**src/rtl/fetch_pc_gen_pkg.sv**
```systemverilog
// Shared IFU definitions: fetch FSM state encoding, reset PC default,
// instruction width, branch opcode and the hold-register layout.
package fetch_pc_gen_pkg;

    localparam int INS_W = 32;

    localparam logic [31:0] RESET_PC_DEFAULT = 32'h0000_0000;

    localparam logic [2:0] ST_IDLE  = 3'd0;
    localparam logic [2:0] ST_REQ   = 3'd1;
    localparam logic [2:0] ST_WAIT  = 3'd2;
    localparam logic [2:0] ST_HOLD  = 3'd3;
    localparam logic [2:0] ST_DRAIN = 3'd4;

    // Major opcode field ins[6:2] of conditional branches.
    localparam logic [4:0] BRANCH_OPCODE = 5'b11000;

    typedef enum logic [2:0] {
        IDLE  = ST_IDLE,
        REQ   = ST_REQ,
        WAIT  = ST_WAIT,
        HOLD  = ST_HOLD,
        DRAIN = ST_DRAIN
    } fetch_state_e;

    typedef struct packed {
        logic [INS_W-1:0] ins;
        logic [31:0]      pc;
        logic             pred_taken;
    } hold_entry_t;

    function automatic logic [31:0] align_word(input logic [31:0] addr);
        return {addr[31:2], 2'b00};
    endfunction

endpackage

```
**src/rtl/fetch_pc_gen.sv**
```systemverilog
// Fetch PC generator and instruction-memory sequencer.
// Holds the fetch PC, issues one memory request at a time, steers the next
// PC from the external predictor and presents each fetched instruction to
// decode over valid/ready. Execute redirects override everything.
//
// Ports:
//   clock_in, reset_in            clock, async active-high reset
//   imem_req_*                    request channel (valid/ready/addr)
//   imem_rsp_*                    in-order response (valid/data)
//   pred_ins_data_out/pc_addr_out instruction and PC offered to predictor
//   pred_taken_in/pred_pc_in      predictor decision and target
//   redirect_valid_in/pc_in       execute-stage redirect
//   dec_*                         instruction handoff to decode
//
// state | meaning
// IDLE  | just out of reset, no request yet
// REQ   | request for pc presented to memory
// WAIT  | request accepted, waiting for its response
// HOLD  | instruction captured, offered to decode
// DRAIN | waiting for a response made stale by a redirect, then discard
import fetch_pc_gen_pkg::*;

module fetch_pc_gen #(
    parameter logic [31:0] RESET_PC = RESET_PC_DEFAULT
) (
    input  logic             clock_in,
    input  logic             reset_in,
    output logic             imem_req_valid_out,
    input  logic             imem_req_ready_in,
    output logic [31:0]      imem_req_addr_out,
    input  logic             imem_rsp_valid_in,
    input  logic [INS_W-1:0] imem_rsp_data_in,
    output logic [INS_W-1:0] pred_ins_data_out,
    output logic [31:0]      pred_pc_addr_out,
    input  logic             pred_taken_in,
    input  logic [31:0]      pred_pc_in,
    input  logic             redirect_valid_in,
    input  logic [31:0]      redirect_pc_in,
    output logic             dec_valid_out,
    input  logic             dec_ready_in,
    output logic [INS_W-1:0] dec_ins_out,
    output logic [31:0]      dec_pc_out,
    output logic             dec_pred_taken_out
);

    fetch_state_e state_q, state_d;
    logic [31:0]  pc_q, pc_d;
    logic         req_valid_q, req_valid_d;
    logic         dec_valid_q, dec_valid_d;
    hold_entry_t  hold_q, hold_d;

    logic         req_fire;
    logic [31:0]  next_pc;

    // req_valid_q is high exactly while in REQ.
    assign req_fire = req_valid_q & imem_req_ready_in;
    assign next_pc  = pred_taken_in ? align_word(pred_pc_in) : pc_q + 32'd4;

    always_comb begin
        state_d = state_q;
        pc_d    = pc_q;
        hold_d  = hold_q;

        if (redirect_valid_in) begin
            pc_d = align_word(redirect_pc_in);
        end

        case (state_q)
            IDLE: state_d = REQ;
            REQ: begin
                // An accepted request under a redirect still returns data
                // that must be thrown away.
                if (req_fire) begin
                    state_d = redirect_valid_in ? DRAIN : WAIT;
                end
            end
            WAIT: begin
                if (redirect_valid_in) begin
                    state_d = imem_rsp_valid_in ? REQ : DRAIN;
                end else if (imem_rsp_valid_in) begin
                    hold_d.ins        = imem_rsp_data_in;
                    hold_d.pc         = pc_q;
                    hold_d.pred_taken = pred_taken_in;
                    pc_d              = next_pc;
                    state_d           = HOLD;
                end
            end
            HOLD: begin
                if (redirect_valid_in || dec_ready_in) begin
                    state_d = REQ;
                end
            end
            DRAIN: begin
                if (imem_rsp_valid_in) begin
                    state_d = REQ;
                end
            end
            default: state_d = IDLE;
        endcase

        req_valid_d = (state_d == REQ);
        dec_valid_d = (state_d == HOLD);
    end

    always_ff @(posedge clock_in or posedge reset_in) begin
        if (reset_in) begin
            state_q     <= IDLE;
            pc_q        <= RESET_PC;
            req_valid_q <= 1'b0;
            dec_valid_q <= 1'b0;
            hold_q      <= '0;
        end else begin
            state_q     <= state_d;
            pc_q        <= pc_d;
            req_valid_q <= req_valid_d;
            dec_valid_q <= dec_valid_d;
            hold_q      <= hold_d;
        end
    end

    assign imem_req_valid_out = req_valid_q;
    assign imem_req_addr_out  = pc_q;
    assign pred_ins_data_out  = imem_rsp_data_in;
    assign pred_pc_addr_out   = pc_q;
    assign dec_valid_out      = dec_valid_q;
    assign dec_ins_out        = hold_q.ins;
    assign dec_pc_out         = hold_q.pc;
    assign dec_pred_taken_out = hold_q.pred_taken;

endmodule
```
**config.mk**
```make
export PLATFORM = sky130hd
export DESIGN_NAME = fetch_pc_gen
export DESIGN_NICKNAME = d
export VERILOG_FILES = /design/src/rtl/fetch_pc_gen_pkg.sv /design/src/rtl/fetch_pc_gen.sv
export SDC_FILE = /design/constraint.sdc
export NUM_CORES = 1
export LEC_CHECK = 0
export CAP_MARGIN = 5
export CORE_MARGIN = 2
export CORE_UTILIZATION = 41
export CTS_CLUSTER_DIAMETER = 60
export CTS_CLUSTER_SIZE = 16
export DETAILED_ROUTE_END_ITERATION = 10
export PLACE_DENSITY_LB_ADDON = 0.15
export RECOVER_POWER = 50
export SLEW_MARGIN = 30
export SYNTH_ARGS = -nofsm -noshare
export SYNTH_HDL_FRONTEND = slang
export SYNTH_SLANG_ARGS = --single-unit
```
**constraint.sdc**
```tcl
create_clock -name clock_in -period 3.8 [get_ports clock_in]
set_clock_uncertainty 0.15 [all_clocks]
set_input_delay 0.38 -clock clock_in [delete_from_list [all_inputs] [get_ports clock_in]]
set_output_delay 0.38 -clock clock_in [all_outputs]
set_load 0.05 [all_outputs]
```
==> out/metrics.csv, run 1 <==
metric,value,unit
status,"finished, violations left",
violations,"capacitance limit, slew limit",
via_per_inst,5.02,
dieHeight,119,um
io_buffers,261,
cts_tree,yes,
h-tree-depth,3,
post_cts_buffers,0,
min_path_cells,2,
crit_path_end,imem_req_addr_out[5],
synth.ff_latch_count,102,
area_delta_synth_final,47.9,%
worst-r2r-setup-slack,1140,ps
drc,0,
end_kind,flop,
cts_buffer_depth,2,
insertion_delay,350,ps
nFillCells,1076,
grt.total_usage,0.229,
gp_congestion,0.760,
fmax,328,MHz
crit_fanout,36,
slew-limit-headroom,-0.537,
syn_nets,747,
crit_chain,"clkbuf_1, clkbuf_1, nor3b_1, a21oi_1, o21ai_0",
final_common_cell,nand2_1,
async_flop_share,1.00,
setup_viol,0,
hp-class,reg2reg,
worstSetupPathType,in2reg,
grt_max_degree,54,
cts.sinks,102,
final_cell_mix,"nand2_1, clkdlybuf4s50_1, dfrtp_1, dlygate4sd3_1, a21oi_1",
crit_required,3840,ps
grt.overflow.total,0,
synth.area.top_cells,"dfrtp_1, nand2_1, buf_4",
die_w,119,um
die_area,14200,um2
cp_slowest_stage_delay,1230,ps
vias,5041,
final_util,0.615,
timing.hold.ws,319,ps
cp-start-kind,input pin,
grt_pass1_vias,5046,
crit_top_cell,clkbuf_1,
antenna_found_initial,0,
root_buffer,clkbuf_16,
tns,0,ps
crit_arrival,3080,ps
ff_latch_area,2550,um2
fin_ws,753,ps
coreArea,13100,um2
startpoint,redirect_valid_in,
multi_input_area,2220,um2
leakage,0.00367,uW
worst_pin_slew,2290,ps
synth_warnings,0,
final_antenna_net_count,0,
drive_above_1_share,0.0458,
dr.pass1.iters,4,
grt_first_pass_wirelength,25.9,mm
synthDominantCellAreaShare,0.469,
clk_pin_slew_worst_paths,70,ps
hpwl,11.8,mm
antenna_cells,0,
dpl_worst_slack,907,ps
nets,929,
ios,266,
min_period,3050,ps
hold_buffers,0,
cap_violations,2,
avgSynthCellArea,8.46,um2
wl_per_cell,16.3,um
cts_resized,0,
start_util,0.416,
ir_worst_vdd,311,uV
cts_buffers,9,
yosysSeqAreaShare,0.469,
ys.flop_type,dfrtp_1,
yosys.area.top_type,dfrtp_1,
r2r-start,imem_req_addr_out[2],
rsz0062_at_grt,no,
power.density,592,nW/um2
synthCells,643,
totalWireLength,16.4,mm
core.rowCount,42,
fin_crit_sh,0.802,
r2r-end,imem_req_addr_out[24],
r2r_cells,6,
finalHoldViolCount,0,
yosys.cell_types.count,54,
slowest_stage,clkbuf_1,
synth-edff-count,0,
drt_iter0_drc,219,
netlist_area,5440,um2
maxSlewViolCount,87,
[area by class of cell]
cell class | instances | share of cell area
flip-flops and latches | 102 | 0.317
well taps | 176 | 0.0274
inverters | 9 | 0.00435
clock inverters | 6 | 0.0138
repair buffers | 270 | 0.333
multi-input cells | 433 | 0.276
clock buffers | 9 | 0.0280
[cell families (layout without fill, tap and decap cells)]
logic type | Yosys count | count (layout) | synth area share
buffers and inverters | 108 | 294 | 0.127
and+or+nand+nor | 314 | 314 | 0.256
xor gates and xnor gates | 22 | 22 | 0.0368
muxes | 9 | 9 | 0.0168
AOI/OAI and AO/OA | 86 | 86 | 0.0906
adders and majority gates | 2 | 2 | 0.00414
DFF | 102 | 102 | 0.469
[Yosys cell counts (8+ instances only)]
library cell / instances
a21oi_1: 45
buf_4: 65
clkbuf_1: 25
dfrtp_1: 102
inv_1: 8
mux2i_1: 8
nand2_1: 211
nand3_1: 14
nor2_1: 26
nor3_1: 30
o21ai_0: 20
xnor2_1: 12
xor2_1: 9
[how the worst min path moves through the flow]
| stage | start | end |
|---|---|---|
| 6_report | dec_ins_out[10] | dec_ins_out[10] |
| 5_1_grt | dec_ins_out[30] | dec_ins_out[30] |
| 4_1_cts | dec_ins_out[28] | dec_ins_out[28] |
| 3_5_place_dp | dec_ins_out[28] | dec_ins_out[28] |
| 3_3_place_gp | dec_ins_out[12] | dec_ins_out[12] |
| 2_1_floorplan | imem_rsp_valid_in | state_q[2] |
[worst max-delay path: cells and delay by family]
family          cells  cell delay, ps
compound gates      2             290
buf+inv             2            2240
simple gates        1             140
[where the power goes]
| part | switching (uW) | leakage, uW | internal, uW | total [uW] |
|---|---|---|---|---|
| combinational | 1470 | 0.00218 | 684 | 2160 |
| clock | 420 | 0.000161 | 640 | 1060 |
| sequential | 216 | 0.00133 | 1330 | 1550 |
| total | 2110 | 0.00367 | 2660 | 4770 |
[state kept, by name, summed over array words and instances (netlist names)]
signal and flops:
dec_pred_taken_out 1, state_q 3, dec_pc_out 32, imem_req_valid_out 1, dec_valid_out 1, imem_req_addr_out 32, dec_ins_out 32
[metal layers]
metal | share of wire | vias to the layer above | global-route usage
met5 | 0 | - | 0
met4 | 0.015 | 0 | 0.0744
met3 | 0.074 | 16 | 0.0484
met2 | 0.50 | 213 | 0.411
met1 | 0.41 | 2385 | 0.273
li1 | - | 2427 | -
[through the flow]
stage               power (uW)  area, um2  cells
floorplan                 3030       5440    643
global placement          3770       7730    990
detailed placement        3810       7730    990
CTS                       4880       8060   1005
global route              4970       8050   1005
finish                    4770       8050   1005
(Power assumes the default switching activity.)
==> run 2: changes to the inputs <==
CORE_UTILIZATION = 37   (was 41)
clock period = 2.76 ns   (was 3.8 ns; I/O delays follow)
==> run 2 against run 1 <==
  * The flow now finishes without violations
  * Die area rose by 10%
  * Critical path depth did not move
  * Utilization is 5.3 points lower
  * Register-to-register slack got worse by 870 ps
  * Clock power rose by 25%
  * Non-clock buffer count increased by 13
  * Power up 35%
  * Count of clock-buffer cells in the layout is 3 higher
  * Sequential share of layout area shrank 0.33 points
  * Largest cell class unchanged
==> out/metrics.csv, run 2 (synthesis gave the netlist of run 1 again) <==
metric,value,unit
antenna_found_initial,0,
slew-limit-headroom,0.0500,
path_delay_family,simple AND/OR/NAND/NOR gates,
cap_violations,0,
setup_viol,0,
ios,266,
wl_per_cell,16.3,um
insertion_delay,350,ps
leakage,0.00374,uW
hp-class,in2reg,
finalHoldViolCount,0,
status,"finished, final reports clean",
maxSlewViolCount,0,
placed_area,7850,um2
cts_tree,yes,
crit_fanout,9,
cp-start-kind,flop,
min_period,2490,ps
slowest_stage,dfrtp_1,
cp_slowest_stage_delay,540,ps
core.rowCount,44,
worst-path-buf-inv,0,
crit_arrival,2580,ps
internal_power,3550,uW
clkPwrFrac,0.207,
design_area,8140,um2
via_per_inst,5.02,
start_util,0.376,
worst_pin_slew,1430,ps
drc,0,
final_cell_mix,"nand2_1, clkdlybuf4s50_1, dfrtp_1, dlygate4sd3_1, a21oi_1",
swShare,0.449,
coreArea,14500,um2
h-tree-depth,3,
rsz0062_at_grt,no,
totalWireLength,16.7,mm
final_common_cell,nand2_1,
post_cts_buffers,0,
tns,0,ps
switching_power,2890,uW
worstSetupPathType,reg2reg,
p_seq_frac,0.326,
grt.total_usage,0.209,
hpwl,12.2,mm
crit_required,2840,ps
root_buffer,clkbuf_16,
grt_max_degree,103,
dr.pass1.iters,4,
dieHeight,125,um
cts.sinks,102,
power.density,792,nW/um2
nets,942,
grt_first_pass_wirelength,26.5,mm
io_buffers,261,
fin_crit_sh,0.903,
cts_buffer_depth,2,
drive_above_1_share,0.0629,
cts_buffers,9,
fmax,401,MHz
gp_congestion,0.804,
ir_worst_vdd,460,uV
antenna_cells,0,
die_w,125,um
grt_pass1_vias,5133,
crit_chain,"nand4_2, or4_4, or4_4, xnor2_2, a221o_1",
combPwrFrac,0.468,
crit_top_cell,or4_4,
clk_pin_slew_worst_paths,70,ps
hold_buffers,0,
grt.overflow.total,0,
die_area,15700,um2
cts_resized,0,
drt_iter0_drc,265,
final_antenna_net_count,0,
vias,5157,
area_delta_synth_final,49.5,%
end_kind,flop,
## run 2: cell types whose count changed in the layout (fill, tap and decap cells not counted), sizes merged
cell,change
bufinv,-2
clkinv,-2
buf,+12
clkbuf,+4
clkinvlp,+1
inv,+1
dlygate4sd3,+9
clkdlybuf4s50,-9
## run 2: cell type report
| class | count | area, um2 |
|---|---|---|
| tap | 184 | 230 |
| clock inverter | 4 | 53.8 |
| multi-input combinational | 433 | 2230 |
| sequential | 102 | 2550 |
| inverter | 9 | 37.5 |
| clock buffer | 12 | 256 |
| timing repair buffer | 283 | 2780 |
| fill | 1326 | 6340 |
## run 2: worst register-to-register path, cell delays in order (launching register included)
cell,delay [ps]
dfrtp_1,540
nand4_2,260
or4_4,520
or4_4,450
xnor2_2,140
a221o_1,320
## run 2: power groups by stage
stage	logic (uW)	registers [uW]	clock network (uW)
4_1_cts	3140	2120	1380
2_1_floorplan	892	3280	0
3_5_place_dp	3130	2140	0
3_3_place_gp	3100	2120	0
6_report	3010	2100	1330
5_1_grt	3160	2150	1440
## run 2: metrics by stage
stage	utilization	hold WS [ps]	cells	setup slack, ps	power (uW)
after floorplan	-	221	643	111	4170
after global placement	0.542	307	1011	206	5220
after detailed placement	0.542	311	1011	158	5270
after CTS	0.563	250	1027	141	6630
after global routing	0.562	295	1027	58.9	6740
final	0.562	269	1027	267	6440
## run 2: per-layer routing
| metal | routed length [um] | global-route usage | share of wire |
|---|---|---|---|
| met1 | 7000 | 0.266 | 0.42 |
| met3 | 1300 | 0.0479 | 0.078 |
| met5 | 0 | 0 | 0 |
| met4 | 337 | 0.0706 | 0.020 |
| met2 | 8090 | 0.353 | 0.48 |
## run 2: path summary, 6_finish.rpt
path | to | from | depth (start not counted) | slack (ps)
setup reg to reg | imem_req_addr_out[23] | imem_req_addr_out[4] | 5 | 270
hold / removal | imem_req_addr_out[6] | redirect_valid_in | 3 | 270
setup / recovery | imem_req_addr_out[23] | imem_req_addr_out[4] | 5 | 270
max in group asynchronous | imem_req_addr_out[13] | reset_in | 3 | 790
hold reg to reg | dec_ins_out[28] | dec_ins_out[28] | 2 | 320
min in group asynchronous | dec_ins_out[10] | reset_in | 3 | 770
==> run 3: changes to the inputs <==
--- a/config.mk
+++ b/config.mk
@@ -7,2 +7,3 @@
 export LEC_CHECK = 0
+export ABC_CLOCK_PERIOD_IN_PS = 2760
 export CAP_MARGIN = 5
==> constraint.sdc (replaced) <==
create_clock -name clock_in -period 2.76 [get_ports clock_in]
set_clock_uncertainty 0.15 [all_clocks]
set_input_delay 0.552 -clock clock_in [delete_from_list [all_inputs] [get_ports clock_in]]
set_output_delay 0.552 -clock clock_in [all_outputs]
set_load 0.05 [all_outputs]
==> run 3 against run 2 <==
  * Global-route usage about the same
  * Via count shrank 2.4%
  * Power decreased by 0.10%
  * Register-to-register slack improved by 40 ps
  * Hold slack gained 57 ps
  * Utilization is 1.5 points lower
  * Cell area shrank 2.6%
  * Non-clock buffer count is the same
  * Critical path type is now in2reg
  * Highest routed layer is now met5
  * Sequential share of layout area increased by 0.84 points
  * Sequential cell count did not move
  * Clock power decreased by 5%
  * First-iteration DRC count shrank 12%
==> out/metrics.csv, run 3 (synthesis gave the netlist of run 1 again) <==
metric,value,unit
ff_latch_area,2550,um2
fin_crit_sh,0.904,
rsz0062_at_grt,no,
crit_chain,"dlygate4sd3_1, nand4bb_1, clkbuf_2, nor2_4, buf_12, o21ai_0, o21ai_0",
setup_viol,0,
via_per_inst,4.90,
cts_buffer_depth,2,
tns,0,ps
worstSetupPathType,in2reg,
met2_length,7.77,mm
min_period,2500,ps
start_util,0.376,
fmax,401,MHz
crit_required,2860,ps
status,"finished, final reports clean",
nets,942,
grt.total_usage,0.210,
grt_max_degree,103,
power.density,812,nW/um2
gp_congestion,0.816,
finalHoldViolCount,0,
slowest_stage,dlygate4sd3_1,
root_buffer,clkbuf_16,
io_buffers,261,
drt_iter0_drc,232,
cp-start-kind,input pin,
totalWireLength,16.4,mm
dr.pass1.iters,4,
ir_worst_vdd,450,uV
die_area,15700,um2
maxSlewViolCount,0,
end_kind,flop,
design_area,7930,um2
slew-limit-headroom,0.0591,
placed_area,7790,um2
cts.sinks,102,
area_delta_synth_final,45.6,%
final_cell_mix,"clkdlybuf4s50_1, nand2_1, dfrtp_1, a21oi_1, clkbuf_1",
antenna_found_initial,2,
leakage,0.00348,uW
crit_fanout,63,
cp_slowest_stage_delay,620,ps
grt.overflow.total,0,
clk_pin_slew_worst_paths,70,ps
cap_violations,0,
post_cts_buffers,0,
final_common_cell,clkdlybuf4s50_1,
cts_resized,0,
wl_per_cell,16.0,um
fin_cells,1027,
finalPower,6440,uW
dieHeight,125,um
final_antenna_net_count,0,
routedLengthMet1,7.21,mm
drc,0,
worst_pin_slew,1410,ps
grt_pass1_vias,5057,
coreArea,14500,um2
timing.hold.ws,326,ps
core.rowCount,44,
die_w,125,um
hpwl,11.8,mm
ios,266,
antenna_cells,0,
drive_above_1_share,0.0617,
grt_first_pass_wirelength,26.5,mm
cts_buffers,9,
insertion_delay,340,ps
hp-class,reg2reg,
nFillCells,1336,
vias,5034,
crit_top_cell,o21ai_0,
crit_arrival,2600,ps
hold_buffers,0,
multi_input_area,2230,um2
dr_wl_met3,1.17,mm
cts_tree,yes,
top_layer,met5,
h-tree-depth,3,
dp_cells,1011,
run 3: cell types whose count changed in the layout (fill, tap and decap cells not counted), moves of 2 or more:
cell and delta:
dlygate4sd3_1 -60, clkbuf_8 -2, clkbuf_1 +33, clkdlybuf4s50_1 +28
clkinv_2 +3, buf_4 -2
run 3: through the flow:
step / utilization / setup WS [ps]
5_1_grt: 0.547 / 89.5
4_1_cts: 0.558 / 102
6_report: 0.547 / 265
3_3_place_gp: 0.538 / 173
3_5_place_dp: 0.538 / 124
2_1_floorplan: - / 111
run 3: cell type report:
cell class / count / area share
multi-input combinational: 433 / 0.281
clock inverter: 6 / 0.00774
tap: 184 / 0.0290
timing repair buffer: 283 / 0.327
inverter: 9 / 0.00474
sequential: 102 / 0.322
clock buffer: 10 / 0.0289
run 3: path summary, 6_finish.rpt:
| kind | startpoint | slack (ps) | cells past startpoint | end |
|---|---|---|---|---|
| max | imem_rsp_valid_in | 260 | 7 | imem_req_addr_out[7] |
| min reg2reg | dec_ins_out[28] | 330 | 2 | dec_ins_out[28] |
| min | dec_ins_out[28] | 330 | 2 | dec_ins_out[28] |
| max in group asynchronous | reset_in | 520 | 3 | dec_pc_out[6] |
| min in group asynchronous | reset_in | 1060 | 3 | dec_ins_out[10] |
| max reg2reg | imem_req_addr_out[3] | 310 | 6 | imem_req_addr_out[24] |
run 3: critical path, delay by kind of cell:
kind / cells / cell delay, ps
AO/OA/AOI/OAI: 2 / 320
buffers and inverters: 3 / 1350
AND/OR/NAND/NOR: 2 / 360
run 3: layer usage:
| layer | global-route usage | vias up |
|---|---|---|
| met1 | 0.275 | 2389 |
| met3 | 0.0573 | 21 |
| li1 | - | 2446 |
| met5 | 0 | - |
| met2 | 0.343 | 174 |
| met4 | 0.0582 | 4 |
run 3: report_power, final:
group	internal (uW)	switching, uW
Sequential	1840	284
Combinational	1020	2040
Clock	702	554
Total	3560	2880
